==> config.mk <==
export PLATFORM = sky130hd
export DESIGN_NAME = word_memory
export DESIGN_NICKNAME = d
export VERILOG_FILES = /design/src/rtl/word_memory.sv
export SDC_FILE = /design/constraint.sdc
export NUM_CORES = 1
export LEC_CHECK = 0
export BUFFER_PORTS_ARGS = -buffer_cell sky130_fd_sc_hd__buf_4
export CAP_MARGIN = 20
export CORE_ASPECT_RATIO = 0.75
export CORE_MARGIN = 5
export CORE_UTILIZATION = 59
export CTS_CLUSTER_SIZE = 16
export DETAILED_ROUTE_END_ITERATION = 8
export HOLD_SLACK_MARGIN = 0.03
export PLACE_DENSITY = 0.81
export SYNTH_ARGS = -nofsm -noshare
export SYNTH_HDL_FRONTEND = slang
export SYNTH_SLANG_ARGS = --single-unit
==> constraint.sdc <==
create_clock -name clk -period 1.8 [get_ports clk]
set_input_delay 0.18 -clock clk [delete_from_list [all_inputs] [get_ports clk]]
set_output_delay 0.18 -clock clk [all_outputs]
set_load 0.005 [all_outputs]
==> src/rtl/word_memory.sv <==
// Single-port DEPTH x WIDTH word store with a zeroing sweep after reset or on request.
// Reads return one cycle after acceptance; requests are ignored while the sweep runs.
module word_memory #(
    parameter int unsigned WIDTH  = 4,
    parameter int unsigned DEPTH  = 16,
    parameter int unsigned ADDR_W = 4
) (
    input  logic              clk,
    input  logic              rst_n,
    input  logic              select,
    input  logic              RW,
    input  logic [ADDR_W-1:0] addr,
    input  logic [WIDTH-1:0]  input_word,
    input  logic              clear,
    output logic [WIDTH-1:0]  output_word,
    output logic              out_valid,
    output logic              busy
);

    localparam int unsigned IDX_W = (DEPTH > 1) ? $clog2(DEPTH) : 1;

    typedef enum logic {
        CLEAR = 1'b0,
        IDLE  = 1'b1
    } state_t;

    state_t            state;
    logic [IDX_W-1:0]  ptr;
    logic [WIDTH-1:0]  mem [DEPTH];

    logic              addr_ok_c;
    logic              accept_c;
    logic              wr_en_c;
    logic [IDX_W-1:0]  wr_idx_c;
    logic [WIDTH-1:0]  wr_data_c;

    // Addresses at or beyond DEPTH are legal on the port but map to no storage.
    assign addr_ok_c = ({1'b0, addr} < (ADDR_W + 1)'(DEPTH));
    assign accept_c  = (state == IDLE) && select && !clear;

    // Single write port shared between the sweep and host writes.
    always_comb begin
        wr_en_c   = 1'b0;
        wr_idx_c  = '0;
        wr_data_c = '0;
        if (state == CLEAR) begin
            wr_en_c  = 1'b1;
            wr_idx_c = ptr;
        end else if (accept_c && !RW && addr_ok_c) begin
            wr_en_c   = 1'b1;
            wr_idx_c  = IDX_W'(addr);
            wr_data_c = input_word;
        end
    end

    always_ff @(posedge clk) begin
        if (rst_n && wr_en_c) begin
            mem[wr_idx_c] <= wr_data_c;
        end
    end

    // Control FSM plus registered read port.
    always_ff @(posedge clk) begin
        if (!rst_n) begin
            state       <= CLEAR;
            ptr         <= '0;
            busy        <= 1'b1;
            out_valid   <= 1'b0;
            output_word <= '0;
        end else begin
            out_valid   <= 1'b0;
            output_word <= '0;
            case (state)
                CLEAR: begin
                    ptr <= ptr + IDX_W'(1);
                    if (ptr == IDX_W'(DEPTH - 1)) begin
                        state <= IDLE;
                        busy  <= 1'b0;
                        ptr   <= '0;
                    end
                end
                IDLE: begin
                    if (clear) begin
                        state <= CLEAR;
                        busy  <= 1'b1;
                        ptr   <= '0;
                    end else if (select && RW) begin
                        out_valid   <= 1'b1;
                        output_word <= addr_ok_c ? mem[IDX_W'(addr)] : '0;
                    end
                end
                default: begin
                    state <= CLEAR;
                    busy  <= 1'b1;
                    ptr   <= '0;
                end
            endcase
        end
    end

endmodule

==> results by group <==
Run status
  – Status: finished with violations
  – Failing checks: negative setup slack

Pwr
  – VDD IR max: 690 uV
  – Power density over the cells: 904 nW/um2
  – Leak Pwr: 0.00115 uW

Route
  – Vias: 1827
  – DRC violations left: 0
  – Routed WL per cell: 20.9 um
  – DR iter-0 viols: 175
  – Drt pass-1 iters: 4
  – DRT Wirelength: 6.43 mm
  – Post-route ant nets: 0
  – Vias per cell: 5.95

Critical path
  – Worst r2r src: state$_SDFF_PN0_
  – Worst Reg-to-Reg Cells: 4
  – CP required: 1.82 ns
  – Worst Path Arrival: 1.83 ns
  – Critical Path Sink: mem[10][2]$_DFFE_PP_
  – Worst Setup SP: state$_SDFF_PN0_
  – R2R setup slack: -0.01 ns
  – CP Class: reg2reg
  – Startpoint Class: flip-flop
  – CP endpoint kind: flip-flop
  – Critical-path maximum fanout: 5
  – Worst R2R End: mem[10][2]$_DFFE_PP_

Finish
  – Util after Layout: 70.4%
  – # nets final: 241
  – Area growth from synthesis to layout: 18.0%
  – Design Area, Final: 3690 um2
  – Diode count: 0
  – Final non-filler cell total: 307
  – Layout cells sized above 1: 30.6%
  – Filler cells: 338

Synthesis
  – Synth top area cells: edfxtp_1 62%, mux4_1 9.3%, dfxtp_1 7.1%
  – Post-synth ARST share: 0%
  – Share of Yosys cell area claimed by the top area cell type: 61.5%
  – Syn_area_per_cell: 16.7 um2
  – EDFF count, synth: 64
  – Ys Warns: 0
  – Area leader, netlist: edfxtp_1
  – Yosys cell types: 37
  – Syn Nets: 201
  – Post-Syn Instances: 187
  – Sequential cell area fraction in the yosys report: 68.6%
  – Cell Area, Synth: 3120 um2
  – Seq cells post-synth: 75
  – Top FF cell, synth: edfxtp_1

STA
  – Worst-margin pin slew: 0.505 ns
  – Setup TNS: -0.0378 ns
  – Number of failing hold endpoints at the final stage: 0
  – Final Cycle Share: 101%
  – Final Worst Setup Slack: -0.0104 ns
  – Clock Skew: 0.00595 ns
  – Final min period: 1.81 ns
  – Worst hold slack: 0.130 ns
  – Max_slew headroom: 66.0%
  – RSZ-0062 raised after global routing: true
  – Setup Viol. Count Final: 4
  – Fmax: 552 MHz
  – Max Slew Vio Count: 0

GRT
  – GR Util All Layers: 20.7%
  – Total global routing overflow: 0
  – First-pass GRT wire length: 10.0 mm
  – Vias in the first global route: 1830
  – Largest net degree at the start of global routing: 17
  – Initial antenna violation count: 0

Worst hold path
  – Min-delay src: rst_n
  – HP Class: in2reg

Die
  – Die height: 73.0 um
  – DIE AREA: 6860 um2
  – Starting Density: 59.6%
  – IO Pins: 19
  – Die width: 94.0 um
  – Core region area: 5240 um2
  – # rows: 23

Clock network
  – Clk_lat worst skew: 0.35 ns
  – # clock sinks: 75
  – Setup Fix Bufs, Post-CTS: 0
  – Num CTS Buffers: 9
  – CTS root buf: clkbuf_8
  – H-tree depth: 3
  – Clk slew on worst S/H paths: 0.07 ns
  – CTS max path bufs: 2
  – CTS tree: yes
  – # hold bufs at CTS: 0

Placed design
  – DP HPWL: 4.43 mm
  – Cells after DPL: 291
  – Routability cong.: 0.926
  – I/O Buffers: 18
  – Area after DPL: 3440 um2

Run
  – Max-cap viol count: 0
stage by stage:
stage                     total power, uW  setup WS, ns
after floorplan                      2060         0.173
after global placement               2120        0.0705
after detailed placement             2120       -0.0239
after CTS                            3340       -0.0266
after global routing                 3470       -0.0677
final                                3330       -0.0104
final cells by class:
type	count	area, um2	share of cell area, %
clock inverter	3	18.8	0.509
clock buffer	13	180	4.89
sequential	75	2140	58.1
timing repair buffer	38	285	7.74
inverter	6	22.5	0.611
tap	75	93.8	2.55
multi-input combinational	97	943	25.6
cells in the final DEF, fill, tap and decap left out, drive strengths merged, types with 2 or more instances in the layout:
master  Yosys  routed
nor2       22      22
nand3       6       6
edfxtp     64      64
nor3        2       2
nand2       3       3
inv         6       6
o21a        2       2
buf         6      38
clkbuf      3      13
mux4       16      16
dfxtp      11      11
clkinv      0       3
a211oi      8       8
o21ai       4       4
mux2i       4       4
and2       10      10
o22ai       2       2
cell families (layout without fill, tap and decap cells):
group,Yosys count,count (layout),share of synthesized area [%]
compound gates,25,25,5.77
flops,75,75,68.6
xor+xnor,1,1,0.280
fa+ha+maj,1,1,0.401
mux,20,20,14.1
simple gates,50,50,8.05
buf+inv,15,60,2.76
worst min path at each step:
stage / depth (start not counted) / slack [ns] / to
floorplan: 2 / 0.40 / out_valid$_SDFF_PP0_
global placement: 2 / 0.43 / busy$_SDFFE_PN1P_
detailed placement: 2 / 0.48 / busy$_SDFFE_PN1P_
CTS: 2 / 0.12 / busy$_SDFFE_PN1P_
global route: 2 / 0.13 / output_word[0]$_SDFF_PP0_
finish: 2 / 0.13 / busy$_SDFFE_PN1P_
power breakdown:
part           switching [uW]  internal (uW)  total (uW)  leakage, uW
registers                11.3           1890        1900     0.000567
logic                     102           95.1         197     0.000481
clock network             576            658        1230     0.000105
registers in the layout (all words and copies together) (netlist names):
name	flops
out_valid	1
output_word	4
state	1
busy	1
ptr	4
mem	64
synthesized netlist by cell type (2+ instances only):
cell type,n
edfxtp_1,64
nor2_1,22
dfxtp_1,11
mux4_1,11
and2_1,10
a211oi_1,8
inv_1,6
nand3_1,6
mux4_2,5
mux2i_1,4
o21ai_0,4
buf_2,3
clkbuf_1,3
nand2_1,3
buf_6,2
nor3_1,2
o21a_1,2
o22ai_1,2
repair_timing:
item,4_1_cts,5_1_grt
endpoints found under the hold margin,0,0
gates resized for setup,2,10
setup endpoints to repair,16,56
worst max-delay path, stage by stage, from the launching register on:
cell and delay, ns:
dfxtp_1 0.41, and4bb_1 0.31, a31oi_1 0.10, or2_2 0.35
nor2_1 0.31
routing by layer:
layer	up-vias	wire, um	GRT usage [%]
met2	56	3180	31.1
met5	-	0	0
met3	19	336	5.46
met4	0	172	10.3
met1	927	2740	28.2
li1	825	-	-
Note: power is estimated with default switching activity, not from simulation.
